--- src/rtl/mmio_uart_tx_if.sv ---
// CPU data-memory bus slice seen by the memory-mapped UART transmitter.
interface mmio_uart_tx_if;
    logic [31:0] address;
    logic [31:0] data_in;
    logic        write_enable;
    logic        read_enable;
    logic [31:0] data_out;
    logic        sel;

    modport master (
        output address, data_in, write_enable, read_enable,
        input  data_out, sel
    );

    modport slave (
        input  address, data_in, write_enable, read_enable,
        output data_out, sel
    );
endinterface

--- src/rtl/mmio_uart_tx.sv ---
// Memory-mapped 8N1 UART transmitter: TXDATA/STATUS registers, circular TX FIFO
// and a start/data/stop serialiser that chains frames without idle gaps.
module mmio_uart_tx #(
    parameter logic [31:0] BASE_ADDR    = 32'hFFFF_0000,
    parameter int          CLKS_PER_BIT = 16,
    parameter int          FIFO_DEPTH   = 8
) (
    input  logic         clk,
    input  logic         reset,
    mmio_uart_tx_if.slave bus,
    output logic         tx
);
    localparam int PW = $clog2(FIFO_DEPTH);
    localparam int CW = PW + 1;
    localparam int BW = $clog2(CLKS_PER_BIT);
    localparam logic [CW-1:0] DEPTH_C   = CW'(FIFO_DEPTH);
    localparam logic [CW-1:0] COUNT_ONE = CW'(1);
    localparam logic [PW-1:0] PTR_ONE   = PW'(1);
    localparam logic [BW-1:0] BIT_LAST  = BW'(CLKS_PER_BIT - 1);
    localparam logic [BW-1:0] BIT_ONE   = BW'(1);

    typedef enum logic [1:0] {IDLE = 2'd0, START = 2'd1, DATA = 2'd2, STOP = 2'd3} state_t;

    state_t          state_r, state_next_s;
    logic [7:0]      mem_r [FIFO_DEPTH];
    logic [PW-1:0]   wr_ptr_r, rd_ptr_r;
    logic [CW-1:0]   count_r;
    logic            overflow_r;
    logic [BW-1:0]   bit_cnt_r;
    logic [2:0]      bit_idx_r;
    logic [7:0]      shift_r;
    logic            tx_r, tx_next_s, pop_s;
    logic            sel_s, wr_data_s, wr_status_s, rd_status_s;
    logic            full_s, empty_s, busy_s, bit_done_s, push_s, drop_s;
    logic [7:0]      count_byte_s;
    logic [31:0]     status_s;
    logic            unused_s;

    assign sel_s       = (bus.address[31:3] == BASE_ADDR[31:3]);
    assign wr_data_s   = bus.write_enable && sel_s && (bus.address[2:0] == 3'd0);
    assign wr_status_s = bus.write_enable && sel_s && (bus.address[2:0] == 3'd4);
    assign rd_status_s = bus.read_enable  && sel_s && (bus.address[2:0] == 3'd4);
    assign full_s      = (count_r == DEPTH_C);
    assign empty_s     = (count_r == {CW{1'b0}});
    assign busy_s      = (state_r != IDLE);
    assign bit_done_s  = (bit_cnt_r == BIT_LAST);
    // A pop in the same cycle frees the slot, so a push into a full FIFO still lands.
    assign push_s      = wr_data_s && (!full_s || pop_s);
    assign drop_s      = wr_data_s && full_s && !pop_s;
    assign count_byte_s = 8'(count_r);
    assign status_s    = {16'h0000, count_byte_s, 4'h0, overflow_r, busy_s, empty_s, full_s};
    assign bus.data_out = rd_status_s ? status_s : 32'h0000_0000;
    assign bus.sel      = sel_s;
    assign tx           = tx_r;
    assign unused_s     = ^{bus.data_in[31:8]};

    // FSM state register
    always_ff @(posedge clk) begin
        if (!reset) begin
            state_r <= IDLE;
        end else begin
            state_r <= state_next_s;
        end
    end

    // FSM next-state logic
    always_comb begin
        state_next_s = state_r;
        case (state_r)
            IDLE:    state_next_s = empty_s ? IDLE : START;
            START:   state_next_s = bit_done_s ? DATA : START;
            DATA:    state_next_s = (bit_done_s && (bit_idx_r == 3'd7)) ? STOP : DATA;
            STOP:    state_next_s = !bit_done_s ? STOP : (empty_s ? IDLE : START);
            default: state_next_s = IDLE;
        endcase
    end

    // FSM outputs: FIFO pop strobe and the value tx takes at the next edge
    always_comb begin
        pop_s     = 1'b0;
        tx_next_s = 1'b1;
        case (state_r)
            IDLE: begin
                pop_s     = !empty_s;
                tx_next_s = empty_s;
            end
            START: begin
                tx_next_s = bit_done_s ? shift_r[0] : 1'b0;
            end
            DATA: begin
                if (!bit_done_s) begin
                    tx_next_s = shift_r[0];
                end else begin
                    tx_next_s = (bit_idx_r == 3'd7) ? 1'b1 : shift_r[1];
                end
            end
            STOP: begin
                pop_s     = bit_done_s && !empty_s;
                tx_next_s = !(bit_done_s && !empty_s);
            end
            default: begin
                pop_s     = 1'b0;
                tx_next_s = 1'b1;
            end
        endcase
    end

    // Serialiser datapath: bit timer, bit index, shift register, registered tx
    always_ff @(posedge clk) begin
        if (!reset) begin
            tx_r      <= 1'b1;
            bit_cnt_r <= {BW{1'b0}};
            bit_idx_r <= 3'd0;
            shift_r   <= 8'h00;
        end else begin
            tx_r      <= tx_next_s;
            bit_cnt_r <= ((state_r == IDLE) || bit_done_s) ? {BW{1'b0}} : bit_cnt_r + BIT_ONE;
            if (pop_s) begin
                shift_r <= mem_r[rd_ptr_r];
            end else if ((state_r == DATA) && bit_done_s) begin
                shift_r <= {1'b0, shift_r[7:1]};
            end
            if (state_r == START) begin
                bit_idx_r <= 3'd0;
            end else if ((state_r == DATA) && bit_done_s) begin
                bit_idx_r <= bit_idx_r + 3'd1;
            end
        end
    end

    // FIFO storage; stale entries need no reset because the pointers are cleared
    always_ff @(posedge clk) begin
        if (reset && push_s) begin
            mem_r[wr_ptr_r] <= bus.data_in[7:0];
        end
    end

    // FIFO pointers, occupancy and sticky overflow flag
    always_ff @(posedge clk) begin
        if (!reset) begin
            wr_ptr_r   <= {PW{1'b0}};
            rd_ptr_r   <= {PW{1'b0}};
            count_r    <= {CW{1'b0}};
            overflow_r <= 1'b0;
        end else begin
            if (push_s) begin
                wr_ptr_r <= wr_ptr_r + PTR_ONE;
            end
            if (pop_s) begin
                rd_ptr_r <= rd_ptr_r + PTR_ONE;
            end
            case ({push_s, pop_s})
                2'b10:   count_r <= count_r + COUNT_ONE;
                2'b01:   count_r <= count_r - COUNT_ONE;
                default: count_r <= count_r;
            endcase
            if (drop_s) begin
                overflow_r <= 1'b1;
            end else if (wr_status_s && bus.data_in[3]) begin
                overflow_r <= 1'b0;
            end
        end
    end
endmodule
--- src/flat_wrapper.sv ---
// flat-port wrapper written by rule: the top's interface ports become plain ports
module mmio_uart_tx_flat 
#(
    parameter logic [31:0] BASE_ADDR    = 32'hFFFF_0000,
    parameter int          CLKS_PER_BIT = 16,
    parameter int          FIFO_DEPTH   = 8
)
  (clk, reset, tx, bus_address, bus_data_in, bus_write_enable, bus_read_enable, bus_data_out, bus_sel);
  mmio_uart_tx_if bus_i ();
  input  logic clk;
  input  logic reset;
  output logic tx;
  input wire logic [$bits(bus_i.address)-1:0] bus_address;
  input wire logic [$bits(bus_i.data_in)-1:0] bus_data_in;
  input wire logic [$bits(bus_i.write_enable)-1:0] bus_write_enable;
  input wire logic [$bits(bus_i.read_enable)-1:0] bus_read_enable;
  output wire logic [$bits(bus_i.data_out)-1:0] bus_data_out;
  output wire logic [$bits(bus_i.sel)-1:0] bus_sel;
  assign bus_i.address = bus_address;
  assign bus_i.data_in = bus_data_in;
  assign bus_i.write_enable = bus_write_enable;
  assign bus_i.read_enable = bus_read_enable;
  assign bus_data_out = bus_i.data_out;
  assign bus_sel = bus_i.sel;
  mmio_uart_tx #(.BASE_ADDR(BASE_ADDR), .CLKS_PER_BIT(CLKS_PER_BIT), .FIFO_DEPTH(FIFO_DEPTH)) u_core (.clk(clk), .reset(reset), .bus(bus_i), .tx(tx));
endmodule
--- config.mk ---
export PLATFORM = sky130hd
export DESIGN_NAME = mmio_uart_tx_flat
export DESIGN_NICKNAME = d
export VERILOG_FILES = /design/src/rtl/mmio_uart_tx_if.sv /design/src/rtl/mmio_uart_tx.sv /design/src/flat_wrapper.sv
export SDC_FILE = /design/constraint.sdc
export NUM_CORES = 1
export LEC_CHECK = 0
export ABC_CLOCK_PERIOD_IN_PS = 4000
export CAP_MARGIN = 20
export CORE_MARGIN = 3
export CORE_UTILIZATION = 61
export DETAILED_ROUTE_END_ITERATION = 12
export DONT_BUFFER_PORTS = 1
export PLACE_DENSITY = 0.77
export SYNTH_ARGS = -nofsm -noshare
export SYNTH_HDL_FRONTEND = slang
export SYNTH_SLANG_ARGS = --single-unit
--- constraint.sdc ---
create_clock -name clk -period 4 [get_ports clk]
set_input_delay 0.6 -clock clk [delete_from_list [all_inputs] [get_ports clk]]
set_output_delay 0.6 -clock clk [all_outputs]
set_load 0.05 [all_outputs]
### After elaboration in Yosys (flattened, before gate mapping)

Memory sizes are Yosys's and may differ from the RTL's. A register that Yosys moved wholly into a read port is not among the register bits.
Index checks and enable logic that the tools add are counted.

| cells by class | value |
|---|---|
| add/subtract/negate cells | 6 |
| equal/unequal tests | 10 |
| muxes and demuxes | 20 |
| bitwise gates (word level) | 1 |
| reductions and logical operators | 28 |

Operators with widths:

| cell | count |
|---|---|
| $eq 29x29->1 const B | 1 |
| $mux 8 | 2 |
| $logic_and 1x1->1 | 13 |
| $mux 12 | 1 |
| $add 3x1->3 const B | 3 |
| $mux 1 | 9 |
| $add 4x1->4 const B | 2 |
| $eq 4x4->1 const B | 2 |
| $pmux 2 s4 | 1 |
| $pmux 4 s2 | 1 |
| $reduce_bool 2->1 | 4 |
| $eq 2x2->1 const B | 3 |
| $eq 3x3->1 const B | 2 |
| $mux 3 | 2 |
| $eq 2x1->1 const B | 2 |
| $logic_not 1->1 | 4 |
| $logic_not 4->1 | 1 |
| $mux 2 | 2 |
| $pmux 1 s4 | 1 |
| $reduce_or 2->1 | 2 |
| $sub 4x1->4 const B | 1 |
| $logic_not 3->1 | 1 |
| $logic_not 2->1 | 1 |
| $logic_or 1x1->1 | 2 |
| 2 further kinds | 2 |

| storage, ports and cells | value |
|---|---|
| register bits | 29 |
| memory bits (writable) | 64 |
| bits of input ports | 68 |
| output and inout bits | 34 |
| word-level logic and storage cells | 75 |
| memories | 1 |

Memory list:

| name | depth | width | read ports | clocked after Yosys merged registers in | wr ports | line | source |
|---|---|---|---|---|---|---|---|
| u_core.mem_r | 8 | 8 | 1 | 1 | 1 | mmio_uart_tx.sv:25 | `logic [7:0] mem_r [FIFO_DEPTH];` |

### Longest topological paths before layout

| depth | value |
|---|---|
| depth after elaboration | 9 |
| gate-level depth with buffers | 13 |
| gate-level depth less buffers | 12 |

### Least setup slack after synthesis

OpenSTA, ideal clock, no wires.

| timing path | value |
|---|---|
| path type | input -> register |
| start point | input bus_address[23] |
| end point | register u_core.count_r[3] |
| library setup time | 76 ps |
| arrival time | 3,209 ps |
| data required time | 3,924 ps |
| setup slack | 716 ps |
| stages | 11 |
| path buffers | 1 |
| cells stage by stage | nand4_1 > or4_4 > or4_1 > buf_2 > ha_1 > ha_1 > a21o_1 > a21oi_1 > xnor2_1 > or3_1 > a21boi_0 |

| on the way | value |
|---|---|
| cells in the longest elaborated chain, start to end | 6 |
| elaborated cells on any way between the ends | 8 |
| classes of those cells | eq/ne: 3; mux: 1; reduce/logical: 4 |

Ends and longest elaborated chain:

| element | line | source |
|---|---|---|
| from (decl) | flat_wrapper.sv:13 | `input wire logic [$bits(bus_i.address)-1:0] bus_address;` |
| $eq 29x29->1 (*) | mmio_uart_tx.sv:39 | `assign sel_s = (bus.address[31:3] == BASE_ADDR[31:3]);` |
| $logic_and 1x1->1 (*) (2 in a row) | mmio_uart_tx.sv:40 | `assign wr_data_s = bus.write_enable && sel_s && (bus.address[2:0] == 3'd0);` |
| $logic_and 1x1->1 (*) | mmio_uart_tx.sv:48 | `assign push_s = wr_data_s && (!full_s \|\| pop_s);` |
| $eq 2x1->1 / $eq 2x2->1 (equally long branches) | mmio_uart_tx.sv:152 | `case ({push_s, pop_s})` |
| $pmux 4 s2 / $reduce_bool 2->1 (equally long branches) | - |  |
| to (signal assigned) | mmio_uart_tx.sv:153 | `2'b10: count_r <= count_r + COUNT_ONE;` |
| to (signal assigned) | mmio_uart_tx.sv:154 | `2'b01: count_r <= count_r - COUNT_ONE;` |
| to (signal assigned) | mmio_uart_tx.sv:155 | `default: count_r <= count_r;` |
| to (decl) | mmio_uart_tx.sv:27 | `logic [CW-1:0] count_r;` |

Every way passes the cells marked *; elsewhere a longest branch is shown, timed or not.
A chain may end at the register's enable or synchronous reset.

### Worst setup path in the final report

| timing path | value |
|---|---|
| start point | register u_core.state_r[0] |
| end point | register u_core.count_r[3] |

| on the way | value |
|---|---|
| cells in the longest elaborated chain, start to end | 6 |
| elaborated cells on any way between the ends | 9 |
| classes of those cells | eq/ne: 3; mux: 2; reduce/logical: 4 |

Ends and longest elaborated chain:

| element | line | source |
|---|---|---|
| from (decl) | mmio_uart_tx.sv:24 | `state_t state_r, state_next_s;` |
| from (signal assigned) | mmio_uart_tx.sv:62 | `state_r <= state_next_s;` |
| $eq 2x2->1 / $logic_not 2->1 (equally long branches) | mmio_uart_tx.sv:82 | `case (state_r)` |
| $pmux 1 s2 (*) | mmio_uart_tx.sv:82 |  |
| $logic_or 1x1->1 | mmio_uart_tx.sv:48 |  |
| $logic_and 1x1->1 | mmio_uart_tx.sv:48 |  |
| $eq 2x1->1 / $eq 2x2->1 (equally long branches) | mmio_uart_tx.sv:152 |  |
| $pmux 4 s2 / $reduce_bool 2->1 (equally long branches) | - |  |

Marks and branches as above.

==> impl_metrics.ini <==
[floorplan]
start_util_pct = 65.2
dieArea_um2 = 8100
die_x_um = 90.0
num_io_pins = 102
rows = 29
core_um2 = 6600
die_height_um = 90.0

[final_layout]
nFillCells = 493
final_common_cell = edfxtp_1
nNetsFinal = 428
drive_above_1_share_pct = 14.5
final_cell_mix = edfxtp_1 (64), dfxtp_1 (32), nand2_1 (28)
syn_to_final_growth_pct = 6.22
antenna_cells = 0

[min_path]
hp-start = reset
hold_path_class = in2reg

[cts]
cts_num_sinks = 96
clkSlewWorstSetupHoldPaths_ps = 100
cts_hold_buf = 0
clockBufferDepth = 2
numCtsBuffers = 9
cts_root_buf = clkbuf_8
clk_latency_ps = 360
htree_levels = 3
cts_tree = yes
cts_setup_buffers = 0
ctsResizeCount = 0

[routing]
wl_per_cell_um = 16.8
drt-initial-drc-count = 164
drc = 0
dr.pass1.iters = 4
num_vias = 2564
via_per_inst = 5.76
ant_nets = 0
routed_wl_um = 7470

[logic_synthesis]
synth-seq-area-share_pct = 59.6
syn_area_um2 = 4300
synth_edf_count = 64
yosysUniqueCellTypes = 44
synthTopCellsByArea = edfxtp_1 (45%), dfxtp_1 (15%), mux4_2 (8.4%)
avgSynthCellArea_um2 = 12.8
synth.largest_area_cell = edfxtp_1
ys_ff_latch = 96
synthFlopType = edfxtp_1
syn_inst = 336
ys_warn_count = 0
async_flop_share_pct = 0
yosysTopAreaCellShare_pct = 44.7

[power]
powerDensity_nw_per_um2 = 371
p_leak_nw = 1.60
ir_drop_mv = 0.205
power_w = 0.00169

[sta]
slew_violations = 0
rsz0062_at_grt = false
fin_ws_ps = 847
fin_crit_ps = 3150
fin_crit_sh_pct = 78.8
fin_tns_setup_ps = 0
fmax_mhz = 317
fin_skew_ps = 7.53
worst_slew_pin_slew_ps = 883
worst_slew_margin_rel_pct = 40.9
setup_viol = 0
hold_viol = 0

[global_routing]
antenna_found_initial = 0
grt_pass1_vias = 2417
grt_max_degree = 29
grt_pass1_wl_um = 12000
grt-ovfl-total = 0
grtUsageTotal_pct = 19.0

[placement]
io_buffers = 0
dpl.hpwl_um = 5260
preCtsSetupSlack_ps = 512
gp_congestion = 0.768

[critical_path]
cp_cell_sequence = inv_1 -> ha_1 -> a41o_1 -> a21oi_1 -> or4_1 -> ha_1 -> ha_1 -> a21o_1 -> a21oi_1 -> xnor2_1 -> or3_1 -> a21boi_0
crit_path_end_kind = flip-flop
required_ps = 4290
crit_family = simple AND/OR/NAND/NOR gates
crit_buf_inv = 1
slowest_delay_ps = 640
critPathArrivalTime_ps = 3440
start_kind = flip-flop
crit_top_cell = ha_1
r2r-start = u_core.state_r[0]
path_class = reg2reg
slowest_stage = or4_1
cp_max_fo = 7
timing.critical_path.from = u_core.state_r[0]

[status]
status = finished clean

[job]
drv_cap = 0
==> metal layers <==
| metal | part of all wire [%] | GRT usage (%) | routed length [µm] | up-vias |
|---|---|---|---|---|
| li1 | - | - | - | 1204 |
| met1 | 44 | 26.0 | 3290 | 1241 |
| met3 | 7.7 | 4.76 | 572 | 12 |
| met4 | 1.8 | 5.99 | 134 | 0 |
| met5 | 0 | 0 | 0 | - |
| met2 | 47 | 30.2 | 3480 | 107 |
==> registers in the layout, indices dropped and copies added, names as in the netlist, named ones only <==
name / count
u_core.state_r: 2
u_core.mem_r: 64
u_core.bit_idx_r: 3
u_core.wr_ptr_r: 3
u_core.rd_ptr_r: 3
u_core.bit_cnt_r: 4
u_core.overflow_r: 1
u_core.shift_r: 8
u_core.count_r: 4
u_core.tx: 1
==> cells in the mapped netlist, types with 2 or more instances <==
cell type,count
xnor2_1,6
or4_1,2
clkbuf_1,10
xor2_1,3
a21oi_1,9
and2_1,11
o21ai_0,6
and3_1,9
ha_1,12
mux2i_1,9
dfxtp_1,32
or3_1,2
nand3_1,23
buf_4,24
mux4_2,16
edfxtp_1,64
buf_2,2
nand2b_1,5
nor2_1,18
nor3_1,6
nor4_1,3
nand2_1,28
inv_1,10
a21boi_0,2
nand4_1,5
==> kinds of logic (layout without fill, tap and decap cells) <==
kind of cell             after synthesis  count (layout)  share of synthesized area, %
AND/OR/NAND/NOR                      119             119                          14.3
flip-flops                            96              96                          59.6
buffers and inverters                 48              41                          6.34
AO/OA/AOI/OAI                         25              25                          3.46
multiplexers                          25              25                          10.5
adder cells (fa/ha/maj)               13              13                          3.95
XOR/XNOR                               9               9                          1.83
other                                  1              24                        0.0872
==> final cells by class <==
class / count / area, µm² / area share, %
flip-flops and latches: 96 / 2560 / 56.1
multi-input cells: 215 / 1550 / 34.0
inverters: 11 / 41.3 / 0.903
clock buffers: 9 / 124 / 2.71
clock inverters: 7 / 60.1 / 1.31
repair buffers: 14 / 113 / 2.46
well taps: 93 / 116 / 2.55
==> per-stage QoR <==
stage	cell area, µm²	utilization (%)	instances	hold slack, ps
2_1_floorplan	4390	-	359	418
3_3_place_gp	4370	66.2	428	432
3_5_place_dp	4370	66.2	428	438
4_1_cts	4560	69.0	444	307
5_1_grt	4570	69.2	445	302
6_report	4570	69.2	445	324
==> worst register-to-register path, cell delays in order, from the launching register on <==
cell and delay (ps):
dfxtp_1 340, inv_1 80, ha_1 260, a41o_1 160
a21oi_1 120, or4_1 640, ha_1 300, ha_1 280
a21o_1 180, a21oi_1 170, xnor2_1 90, or3_1 300
a21boi_0 170
==> path summary, 6_finish.rpt <==
kind / end / slack [ps] / cells past startpoint
worst min register to register: u_core.bit_cnt_r[0] / 460 / 1
worst min-delay path: u_core.tx / 320 / 1
worst max register to register: u_core.count_r[3] / 850 / 12
worst max-delay path: u_core.count_r[3] / 850 / 12
==> report_power, final <==
part	switching (W)	total, W	leakage [nW]	internal, W
sequential	0.00000000000143	0.00105	0.833	0.00105
clock	0.000347	0.000585	0.0965	0.000238
combinational	0.0000513	0.0000539	0.673	0.00000259
total	0.000398	0.00169	1.60	0.00130
No activity file was read; power rests on OpenSTA's default activity.
